[src/rtl/apb_spi_fifo_master.sv]
// ---------------------------------------------------------------------------
// apb_spi_fifo_master
//
// APB3 slave that runs an SPI master with first-word-fall-through TX/RX
// FIFOs and software-controlled chip selects for the CC3000 module. It
// raises a level interrupt into FABINT.
//
// Registers (PADDR[4:2]):
//   0x00 DATA    write pushes TX, read pops RX (zero-extended)
//   0x04 STATUS  [0] tx_empty [1] tx_full [2] rx_empty [3] rx_full
//                [4] busy [5] rx_ovf [15:8] tx_count [23:16] rx_count
//   0x08 CTRL    [0] enable [1] cpol [2] cpha [3] clear rx_ovf (pulse)
//                [4] flush both FIFOs (pulse)
//   0x0C CLKDIV  SCLK half period is CLKDIV+1 SYSCLK cycles
//   0x10 CS      1 drives the matching CS_N low
//   0x14 INT_EN  [0] rx_not_empty [1] tx_empty [2] rx_ovf
//
// Ports:
//   SYSCLK, NSYSRESET        clock, asynchronous active-low reset
//   PSEL..PWDATA             APB3 request
//   PRDATA, PREADY, PSLVERR  APB3 response (zero wait states)
//   IRQ                      registered level interrupt
//   SCLK, MOSI, MISO, CS_N   SPI bus
// ---------------------------------------------------------------------------
module apb_spi_fifo_master #(
    parameter int DATA_W     = 8,
    parameter int FIFO_DEPTH = 16,
    parameter int NUM_CS     = 1,
    parameter int CLKDIV_W   = 8
) (
    input  logic              SYSCLK,
    input  logic              NSYSRESET,
    input  logic              PSEL,
    input  logic              PENABLE,
    input  logic              PWRITE,
    input  logic [4:0]        PADDR,
    input  logic [31:0]       PWDATA,
    output logic [31:0]       PRDATA,
    output logic              PREADY,
    output logic              PSLVERR,
    output logic              IRQ,
    output logic              SCLK,
    output logic              MOSI,
    input  logic              MISO,
    output logic [NUM_CS-1:0] CS_N
);

    localparam int AW = $clog2(FIFO_DEPTH);
    localparam int CW = AW + 1;
    localparam int EW = $clog2(2 * DATA_W);
    localparam logic [EW-1:0] LAST_EDGE = EW'(2 * DATA_W - 1);
    localparam logic [CW-1:0] DEPTH_C   = CW'(FIFO_DEPTH);

    typedef enum logic [1:0] {
        S_IDLE,
        S_LEAD,
        S_SHIFT,
        S_DONE
    } state_t;

    state_t r_state;
    state_t w_next;

    // Software-visible registers
    logic                r_en;
    logic                r_cpol;
    logic                r_cpha;
    logic [CLKDIV_W-1:0] r_clkdiv;
    logic [NUM_CS-1:0]   r_cs;
    logic [2:0]          r_int_en;
    logic                r_rx_ovf;
    logic                r_irq;

    // Per-word engine state
    logic                r_word_cpha;
    logic [CLKDIV_W-1:0] r_word_div;
    logic [CLKDIV_W-1:0] r_div_cnt;
    logic [EW-1:0]       r_edge_cnt;
    logic                r_sclk;
    logic                r_mosi;
    logic [DATA_W-1:0]   r_tx_sh;
    logic [DATA_W-1:0]   r_rx_sh;

    // FIFOs
    logic [DATA_W-1:0]   r_tx_mem [FIFO_DEPTH];
    logic [DATA_W-1:0]   r_rx_mem [FIFO_DEPTH];
    logic [CW-1:0]       r_tx_wp, r_tx_rp, r_rx_wp, r_rx_rp;

    logic [CW-1:0]       w_tx_cnt, w_rx_cnt;
    logic                w_tx_empty, w_tx_full, w_rx_empty, w_rx_full;
    logic [DATA_W-1:0]   w_tx_head, w_rx_head;

    logic                w_acc, w_wr, w_rd;
    logic [2:0]          w_idx;
    logic                w_tx_push, w_rx_pop, w_ctrl_wr, w_flush;
    logic                w_tx_pop, w_rx_push_req, w_rx_push, w_rx_we;
    logic [AW-1:0]       w_rx_waddr;
    logic                w_ovf_set;
    logic                w_tick, w_edge, w_lead, w_sample, w_shift_out;
    logic [31:0]         w_status;
    logic                w_unused;

    // -----------------------------------------------------------------------
    // FIFO flags; pointers carry one extra wrap bit
    // -----------------------------------------------------------------------
    assign w_tx_cnt   = r_tx_wp - r_tx_rp;
    assign w_rx_cnt   = r_rx_wp - r_rx_rp;
    assign w_tx_empty = (r_tx_wp == r_tx_rp);
    assign w_rx_empty = (r_rx_wp == r_rx_rp);
    assign w_tx_full  = (w_tx_cnt == DEPTH_C);
    assign w_rx_full  = (w_rx_cnt == DEPTH_C);
    assign w_tx_head  = r_tx_mem[r_tx_rp[AW-1:0]];
    assign w_rx_head  = r_rx_mem[r_rx_rp[AW-1:0]];

    // -----------------------------------------------------------------------
    // APB decode
    // -----------------------------------------------------------------------
    assign w_acc     = PSEL & PENABLE;
    assign w_wr      = w_acc & PWRITE;
    assign w_rd      = w_acc & ~PWRITE;
    assign w_idx     = PADDR[4:2];
    assign w_tx_push = w_wr & (w_idx == 3'd0) & ~w_tx_full;
    assign w_rx_pop  = w_rd & (w_idx == 3'd0) & ~w_rx_empty;
    assign w_ctrl_wr = w_wr & (w_idx == 3'd2);
    assign w_flush   = w_ctrl_wr & PWDATA[4];

    // A finished word may still land when RX is full if software pops in
    // the same cycle. A word finishing on the flush cycle survives the flush.
    assign w_rx_push  = w_rx_push_req & (~w_rx_full | w_rx_pop);
    assign w_rx_we    = w_flush ? w_rx_push_req : w_rx_push;
    assign w_rx_waddr = w_flush ? '0 : r_rx_wp[AW-1:0];
    assign w_ovf_set  = ~w_flush & w_rx_push_req & w_rx_full & ~w_rx_pop;

    // -----------------------------------------------------------------------
    // SCLK edge timing. Even edge indices are leading edges; cpha selects
    // whether the leading edge samples (0) or shifts out (1).
    // -----------------------------------------------------------------------
    assign w_tick      = (r_div_cnt == r_word_div);
    assign w_edge      = (r_state == S_SHIFT) & w_tick;
    assign w_lead      = ~r_edge_cnt[0];
    assign w_sample    = w_edge & (w_lead ^ r_word_cpha);
    assign w_shift_out = w_edge & ~(w_lead ^ r_word_cpha);

    assign w_unused = ^{PWDATA, PADDR[1:0]};

    // -----------------------------------------------------------------------
    // FSM
    // -----------------------------------------------------------------------
    always_ff @(posedge SYSCLK or negedge NSYSRESET) begin
        if (!NSYSRESET) begin
            r_state <= S_IDLE;
        end else begin
            r_state <= w_next;
        end
    end

    always_comb begin
        w_next        = r_state;
        w_tx_pop      = 1'b0;
        w_rx_push_req = 1'b0;
        case (r_state)
            S_IDLE: begin
                if (r_en && !w_tx_empty) begin
                    w_tx_pop = 1'b1;
                    w_next   = S_LEAD;
                end
            end
            S_LEAD: begin
                if (w_tick) begin
                    w_next = S_SHIFT;
                end
            end
            S_SHIFT: begin
                if (w_tick && (r_edge_cnt == LAST_EDGE)) begin
                    w_next = S_DONE;
                end
            end
            S_DONE: begin
                w_rx_push_req = 1'b1;
                w_next        = S_IDLE;
            end
            default: w_next = S_IDLE;
        endcase
    end

    // -----------------------------------------------------------------------
    // Word engine: divider, edge counter, SCLK and MOSI
    // -----------------------------------------------------------------------
    always_ff @(posedge SYSCLK or negedge NSYSRESET) begin
        if (!NSYSRESET) begin
            r_div_cnt   <= '0;
            r_edge_cnt  <= '0;
            r_sclk      <= 1'b0;
            r_mosi      <= 1'b0;
            r_word_cpha <= 1'b0;
            r_word_div  <= '0;
        end else begin
            case (r_state)
                S_IDLE: begin
                    r_div_cnt  <= '0;
                    r_edge_cnt <= '0;
                    r_sclk     <= r_cpol;
                    // Mode and divider are frozen for the whole word
                    if (w_tx_pop) begin
                        r_word_cpha <= r_cpha;
                        r_word_div  <= r_clkdiv;
                        if (!r_cpha) begin
                            r_mosi <= w_tx_head[DATA_W-1];
                        end
                    end
                end
                S_LEAD: begin
                    r_div_cnt <= w_tick ? '0 : r_div_cnt + 1'b1;
                end
                S_SHIFT: begin
                    if (w_tick) begin
                        r_div_cnt  <= '0;
                        r_sclk     <= ~r_sclk;
                        r_edge_cnt <= r_edge_cnt + 1'b1;
                    end else begin
                        r_div_cnt <= r_div_cnt + 1'b1;
                    end
                end
                default: ;
            endcase
            // With cpha=0 the MSB is already on MOSI, so trailing edges
            // present the next bit; with cpha=1 leading edges present it.
            if (w_shift_out) begin
                r_mosi <= r_word_cpha ? r_tx_sh[DATA_W-1] : r_tx_sh[DATA_W-2];
            end
        end
    end

    // -----------------------------------------------------------------------
    // Data storage and shift registers (no reset needed)
    // -----------------------------------------------------------------------
    always_ff @(posedge SYSCLK) begin
        if (w_tx_push) begin
            r_tx_mem[r_tx_wp[AW-1:0]] <= PWDATA[DATA_W-1:0];
        end
        if (w_rx_we) begin
            r_rx_mem[w_rx_waddr] <= r_rx_sh;
        end
        if (w_tx_pop) begin
            r_tx_sh <= w_tx_head;
        end else if (w_shift_out) begin
            r_tx_sh <= r_tx_sh << 1;
        end
        if (w_sample) begin
            r_rx_sh <= {r_rx_sh[DATA_W-2:0], MISO};
        end
    end

    // -----------------------------------------------------------------------
    // FIFO pointers
    // -----------------------------------------------------------------------
    always_ff @(posedge SYSCLK or negedge NSYSRESET) begin
        if (!NSYSRESET) begin
            r_tx_wp <= '0;
            r_tx_rp <= '0;
            r_rx_wp <= '0;
            r_rx_rp <= '0;
        end else if (w_flush) begin
            r_tx_wp <= '0;
            r_tx_rp <= '0;
            r_rx_rp <= '0;
            r_rx_wp <= w_rx_push_req ? CW'(1) : '0;
        end else begin
            if (w_tx_push) r_tx_wp <= r_tx_wp + 1'b1;
            if (w_tx_pop)  r_tx_rp <= r_tx_rp + 1'b1;
            if (w_rx_push) r_rx_wp <= r_rx_wp + 1'b1;
            if (w_rx_pop)  r_rx_rp <= r_rx_rp + 1'b1;
        end
    end

    // -----------------------------------------------------------------------
    // Control registers and interrupt
    // -----------------------------------------------------------------------
    always_ff @(posedge SYSCLK or negedge NSYSRESET) begin
        if (!NSYSRESET) begin
            r_en     <= 1'b0;
            r_cpol   <= 1'b0;
            r_cpha   <= 1'b0;
            r_clkdiv <= '0;
            r_cs     <= '0;
            r_int_en <= '0;
            r_rx_ovf <= 1'b0;
            r_irq    <= 1'b0;
        end else begin
            if (w_wr) begin
                case (w_idx)
                    3'd2: begin
                        r_en   <= PWDATA[0];
                        r_cpol <= PWDATA[1];
                        r_cpha <= PWDATA[2];
                    end
                    3'd3: r_clkdiv <= PWDATA[CLKDIV_W-1:0];
                    3'd4: r_cs     <= PWDATA[NUM_CS-1:0];
                    3'd5: r_int_en <= PWDATA[2:0];
                    default: ;
                endcase
            end
            // A fresh overflow wins over a simultaneous clear
            if (w_ovf_set) begin
                r_rx_ovf <= 1'b1;
            end else if (w_ctrl_wr && PWDATA[3]) begin
                r_rx_ovf <= 1'b0;
            end
            r_irq <= (~w_rx_empty & r_int_en[0]) |
                     (w_tx_empty & r_int_en[1]) |
                     (r_rx_ovf & r_int_en[2]);
        end
    end

    // -----------------------------------------------------------------------
    // APB read path
    // -----------------------------------------------------------------------
    always_comb begin
        w_status        = '0;
        w_status[0]     = w_tx_empty;
        w_status[1]     = w_tx_full;
        w_status[2]     = w_rx_empty;
        w_status[3]     = w_rx_full;
        w_status[4]     = (r_state != S_IDLE);
        w_status[5]     = r_rx_ovf;
        w_status[15:8]  = 8'(w_tx_cnt);
        w_status[23:16] = 8'(w_rx_cnt);
    end

    always_comb begin
        PRDATA  = '0;
        PSLVERR = 1'b0;
        if (w_acc) begin
            case (w_idx)
                3'd0: begin
                    if (PWRITE) begin
                        PSLVERR = w_tx_full;
                    end else if (w_rx_empty) begin
                        PSLVERR = 1'b1;
                    end else begin
                        PRDATA[DATA_W-1:0] = w_rx_head;
                    end
                end
                3'd1: if (!PWRITE) PRDATA = w_status;
                3'd2: if (!PWRITE) PRDATA[2:0] = {r_cpha, r_cpol, r_en};
                3'd3: if (!PWRITE) PRDATA[CLKDIV_W-1:0] = r_clkdiv;
                3'd4: if (!PWRITE) PRDATA[NUM_CS-1:0] = r_cs;
                3'd5: if (!PWRITE) PRDATA[2:0] = r_int_en;
                default: PSLVERR = 1'b1;
            endcase
        end
    end

    assign PREADY = 1'b1;
    assign IRQ    = r_irq;
    assign SCLK   = r_sclk;
    assign MOSI   = r_mosi;
    assign CS_N   = ~r_cs;

endmodule

[config.mk]
export PLATFORM = sky130hd
export DESIGN_NAME = apb_spi_fifo_master
export DESIGN_NICKNAME = d
export VERILOG_FILES = /design/src/rtl/apb_spi_fifo_master.sv
export SDC_FILE = /design/constraint.sdc
export NUM_CORES = 1
export LEC_CHECK = 0
export CORE_ASPECT_RATIO = 0.75
export CORE_MARGIN = 2
export CORE_UTILIZATION = 60
export CTS_CLUSTER_SIZE = 16
export DETAILED_ROUTE_END_ITERATION = 8
export MAX_ROUTING_LAYER = met4
export PLACE_DENSITY = 0.83
export RECOVER_POWER = 100
export SLEW_MARGIN = 20
export SYNTH_ARGS = -nofsm -noshare
export SYNTH_HDL_FRONTEND = slang
export SYNTH_SLANG_ARGS = --single-unit
[constraint.sdc]
create_clock -name SYSCLK -period 6.8 [get_ports SYSCLK]
set_input_delay 1.02 -clock SYSCLK [delete_from_list [all_inputs] [get_ports SYSCLK]]
set_output_delay 1.02 -clock SYSCLK [all_outputs]
set_load 0.03 [all_outputs]
### Word level (Yosys, flattened, before mapping)

Memories as Yosys holds them, arrays and structs flattened.
Cells that the tools add are included.

* word-level logic and storage cells: 162
* memories: 2
* input bits: 43
* bits in registers: 78
* output and inout port bits: 38
* memory bits (writable): 256

* eq/ne operators: 19
* bitwise logic cells: 33
* reduce and logical (&&, ||, !) cells: 26
* muxes and demuxes: 53
* add/sub/neg operators: 8

Memory list
* r_rx_mem: words 16, width 8, read ports 1, clocked after memory_dff 0, write ports 1, line 86 `logic [DATA_W-1:0] r_rx_mem [FIFO_DEPTH];`
* r_tx_mem: words 16, width 8, read ports 1, clocked after memory_dff 0, write ports 1, line 85 `logic [DATA_W-1:0] r_tx_mem [FIFO_DEPTH];`

Operators by type and width (count)
* 8-bit two-way mux: 6
* 5-bit two-way mux: 8
* 32-bit two-way mux: 1
* 24-bit two-way mux: 1
* 1-bit two-way mux: 21
* 21-bit two-way mux: 1
* 5-bit by 1-bit adder with 5-bit output (second input constant): 4
* 2-bit nonzero test: 10
* 1-bit bitwise AND: 19
* 8-bit one-hot mux with 2 select lines: 1
* 5-bit one-hot mux with 3 select lines: 1
* 2-bit AND reduction: 6
* 5-bit equality test: 2
* 5-bit equality test (second input constant): 2
* 1-bit NOT: 10
* 2-bit one-hot mux with 5 select lines: 1
* 5-bit subtractor: 2
* 8-bit by 1-bit adder with 8-bit output (second input constant): 1
* 8-bit equality test: 1
* 4-bit two-way mux: 2
* 2-bit one-hot mux with 4 select lines: 1
* 4-bit one-hot mux with 2 select lines: 1
* 3-bit by 2-bit equality test with 1-bit output (second input constant): 2
* 3-bit equality test (second input constant): 2
* 20 further kinds: 33

### Longest topological paths before layout

* depth after elaboration: 9
* mapped depth: 11
* mapped depth without buffers: 9

### Least setup slack after synthesis

OpenSTA, ideal clock, no wires.

* path kind: register to output
* start: register r_rx_rp[1]
* end: output PRDATA[3]
* required time: 5.780 ns
* setup slack: 3.065 ns
* buffers on the path: 2
* cell stages (with the launch flop): 10
* data arrival time: 2.715 ns
* path through: dfrtp_1 > clkbuf_1 > clkbuf_1 > inv_1 > ha_1 > nand3b_1 > a21boi_0 > or2_2 > nand3_1 > a311oi_1

* word-level cells in the longest chain between the ends: 5
* elaborated cells on any way between the ends: 9
* those cells by class: 1 x add/sub; 2 x eq/ne; 5 x mux; 1 x memory

RTL lines
* from (decl): line 87 `logic [CW-1:0] r_tx_wp, r_tx_rp, r_rx_wp, r_rx_rp;`
* from (signal assigned): line 272 `if (w_rx_pop) r_rx_rp <= r_rx_rp + 1'b1;`
* 5-bit subtractor, or another cell as far along: line 107 `assign w_rx_cnt = r_rx_wp - r_rx_rp;`
* 5-bit equality test or 8-bit two-way mux (tied branches): line 111, 338
* 21-bit two-way mux or 8-bit two-way mux (tied branches): line 344, 336
* 5-bit one-hot mux with 3 select lines *: line 334 `case (w_idx)`
* 32-bit two-way mux *: line 333 `if (w_acc) begin`
* to (decl): line 38 `output logic [31:0] PRDATA,`

Mark *: on every way between the ends. The rest lies on a longest branch, timed or not.

### Worst setup path in the final report

* start: register r_rx_rp[3]
* end: memory r_rx_mem[7][5] (enable)

* word-level cells in the longest chain between the ends: 8
* elaborated cells on any way between the ends: 11
* those cells by class: 1 x add/sub; 2 x eq/ne; 3 x mux; 5 x bitwise

RTL lines
* 5-bit subtractor or 5-bit equality test (tied branches): line 107, 109
* 5-bit equality test or 1-bit NOT (tied branches): line 111, 123
* 1-bit NOT or 1-bit bitwise AND (tied branches): line 129, 123
* 1-bit bitwise OR *: line 129 `assign w_rx_push = w_rx_push_req & (~w_rx_full | w_rx_pop);`
* 1-bit bitwise AND *: line 129
* 1-bit two-way mux *: line 130 `assign w_rx_we = w_flush ? w_rx_push_req : w_rx_push;`
* 1-bit two-way mux *: line 241 `if (w_rx_we) begin`
* 1-bit two-way mux (not written as such) *: line 242 `r_rx_mem[w_rx_waddr] <= r_rx_sh;`
* to (decl): line 86

Marks and branches as above.

==> impl_metrics.toml <==
[yosys]
synth_cell_type_count = 59
netlist.area_leader.share_pct = 56.78
yosys_warnings = 0
async_reset_ff_share_pct = 18.56
ys_ff_latch = 334
yosysTopAreaCell = "edfxtp_1"
ys_top_cells_by_count = "edfxtp_1, nand2_1, mux4_2"
netlist_instances = 894
syn_area_um2 = 14390
ys_seq_area_share_pct = 67.56
syn_area_per_cell_um2 = 16.09
synth_area_leaders = "edfxtp_1, mux4_2, dfrtp_1"
synth_ff_type = "edfxtp_1"
synth.most_common_cell = "edfxtp_1"
synth_edf_count = 272

[floorplan]
start_util_pct = 60.48
die_x_um = 182.8
core_um2 = 23790
row_count = 49
die_h_um = 138.1
dieArea_um2 = 25240
io_pins = 81

[sta]
finClkSkew_ns = 0.01589
slew_headroom_pct = -119.6
fin_crit_ns = 5.645
period_share_pct = 83.01
tightestPinTransition_ns = 3.294
setup_viol = 0
timing_hold_violations_final = 0
drv_slew = 116
rsz0062_at_grt = "no"
finalSetupTns_ns = 0
fmax_mhz = 177.2

[setup_path]
critPathTopFamily = "simple AND/OR/NAND/NOR gates"
required_ns = 6.93
crit_fanout = 16
cpMostUsedCell = "nor3_1"
cp_slowest_cell = "nor3_1"
crit_buf_inv = 1
cp.arrival_ns = 5.77
crit_chain = "inv_1 -> ha_1 -> nand4_1 -> or2_0 -> and3_1 -> nor3_1 -> or3_1 -> nor3_1"
crit_path_max_incr_delay_ns = 1.50
path_class = "flip-flop to flip-flop"
cp-start-kind = "flip-flop"
endpoint_kind = "flip-flop"

[placement]
io_buffer_count = 39
gp_congestion = 0.9243
place_hpwl_um = 20390
place_inst = 1211

[power_and_ir_drop]
p_leak_nw = 5.687
p_sw_mw = 1.835
clockPowerShare_pct = 28.5
comb_power_share_pct = 27.0
power_density_nw_per_um2 = 369.5
seqPwrFrac_pct = 44.5
total_power_mw = 5.891
ir_drop_uv = 267.2
p_int_mw = 4.057
switching_share_pct = 31.14

[grt]
grt-ovfl-total = 0
grt_pass1_wl_um = 49600
grt_max_degree = 63
antenna_found_initial = 1
grt_pass1_vias = 8022
grt.total_usage_pct = 27.16

[clock_network]
cts-buffers-inserted = 30
cts_buffer_depth = 3
ctsHoldBuffers = 0
cts_setup_buffers = 0
cts-root-buf = "clkbuf_16"
cts_resized = 0
cts_tree = "yes"
ctsHtreeMaxLevel = 1
clock_latency_ns = 0.55
cts.sinks = 334
clk_pin_slew_ns = 0.07

[routing]
drc = 0
num_vias = 8173
drt_iter0_markers = 1179
routed_wl_um = 32670
viasPerCell = 6.446
ant_nets = 0
dr.pass1.iters = 6
wl_per_cell_um = 25.77

[cells_and_area]
utilization_pct = 67.02
final_nets = 1004
layout.cells.non_filler = 1268
area_delta_synth_final_pct = 10.82
drive_gt1_share_pct = 15.94
fill_cells = 1546

[run_status]
violations = "capacitance limit, slew limit"
outcome = "complete, but fails checks"

[worst_hold_path]
hold_path_class = "flip-flop to flip-flop"

[run]
maxCapViolCount = 6
==> cells by family (layout without fill, tap and decap cells) <==
kind of cell / after synthesis / after routing / share of synthesized area, %
compound gates: 70 / 70 / 3.235
xor+xnor: 30 / 30 / 1.879
fa+ha+maj: 24 / 24 / 2.192
buf+inv: 77 / 130 / 2.687
flops: 334 / 334 / 67.56
mux: 112 / 112 / 14.24
other cells: 2 / 17 / 0.05220
simple gates: 245 / 245 / 8.158
==> layout make-up <==
cell class              instances  area, µm²  share of cell area, %
diodes                          2      5.005                0.03139
clock buffers                  34      787.0                  4.936
clock inverters                21      182.7                  1.146
inverters                      18      67.56                 0.4238
multi-input cells             496       4324                  27.12
flip-flops and latches        334       9722                  60.98
well taps                     306      382.9                  2.402
repair buffers                 57      471.7                  2.959
==> worst register-to-register path: stages (launching register included) <==
cell	delay (ns)
dfrtp_1	0.77
inv_1	0.54
ha_1	0.48
nand4_1	0.13
or2_0	0.26
and3_1	0.56
nor3_1	0.40
or3_1	0.59
nor3_1	1.50
==> power groups by stage <==
stage	clock, mW	sequential (mW)	combinational [mW]
after global routing	1.76	2.64	1.72
after floorplan	0	2.55	1.26
after detailed placement	0	2.66	1.56
after CTS	1.69	2.62	1.60
after global placement	0	2.65	1.51
final	1.68	2.62	1.59
==> path summary, 6_finish.rpt <==
check                                          start                         to  slack [ns]  depth (start not counted)
max in group asynchronous                  NSYSRESET     r_tx_rp[0]$_DFFE_PN0P_        3.02                          2
hold / removal             r_word_div[6]$_DFFE_PN0P_  r_word_div[6]$_DFFE_PN0P_        0.51                          2
hold reg to reg            r_word_div[6]$_DFFE_PN0P_  r_word_div[6]$_DFFE_PN0P_        0.51                          2
setup reg to reg              r_rx_rp[3]$_DFFE_PN0P_   r_rx_mem[7][5]$_DFFE_PP_        1.16                          8
setup / recovery              r_rx_rp[3]$_DFFE_PN0P_   r_rx_mem[7][5]$_DFFE_PP_        1.16                          8
min in group asynchronous                  NSYSRESET   r_div_cnt[2]$_DFFE_PN0P_        1.67                          2
==> metal layers <==
layer  track usage [%]  wire (µm)  share of wire [%]  vias up
li1                  -          -                  -     3505
met1             40.49      13760                 42     4207
met2             39.68      15230                 47      404
met3             5.690       3027                9.3       57
met4             5.642        656                2.0        0
met5                 -          0                  0        -
==> cell usage in the layout (no fill, tap or decap), types with 7 or more instances in the layout <==
cell,instances
xnor2_1,10
nor2_1,52
clkbuf_1,16
dlygate4sd3_1,33
xor2_1,19
mux2i_1,19
conb_1,15
inv_1,17
edfxtp_1,272
a21oi_1,18
o21ai_0,19
nor3_1,12
mux4_2,72
mux2_2,20
clkinv_1,7
ha_1,22
nand2b_1,7
nand3_1,21
dfrtp_1,60
and3_1,19
nand4_1,14
clkbuf_16,31
nand2_1,87
==> metrics by stage <==
stage / setup slack (ns) / area [µm²] / hold WS, ns
6_report: 1.155 / 15940 / 0.5083
5_1_grt: 0.9457 / 15940 / 0.5273
4_1_cts: 1.536 / 16030 / 0.5083
3_5_place_dp: 1.942 / 15060 / 0.4896
3_3_place_gp: 2.011 / 15060 / 0.4798
2_1_floorplan: 3.065 / 14440 / 0.4513
==> state kept, by name, indices dropped and copies added (netlist names) <==
register and count:
r_cpol 1, r_word_cpha 1, r_word_div 8, r_int_en 3, r_edge_cnt 4, r_state 2, r_cs 1, r_cpha 1
r_rx_sh 8, r_en 1, r_tx_wp 5, r_tx_sh 8, r_rx_wp 5, IRQ 1, r_tx_rp 5, r_rx_mem 128
MOSI 1, r_clkdiv 8, r_div_cnt 8, r_rx_rp 5, r_tx_mem 128, r_rx_ovf 1, SCLK 1
Power figures use the tool's default switching activity.
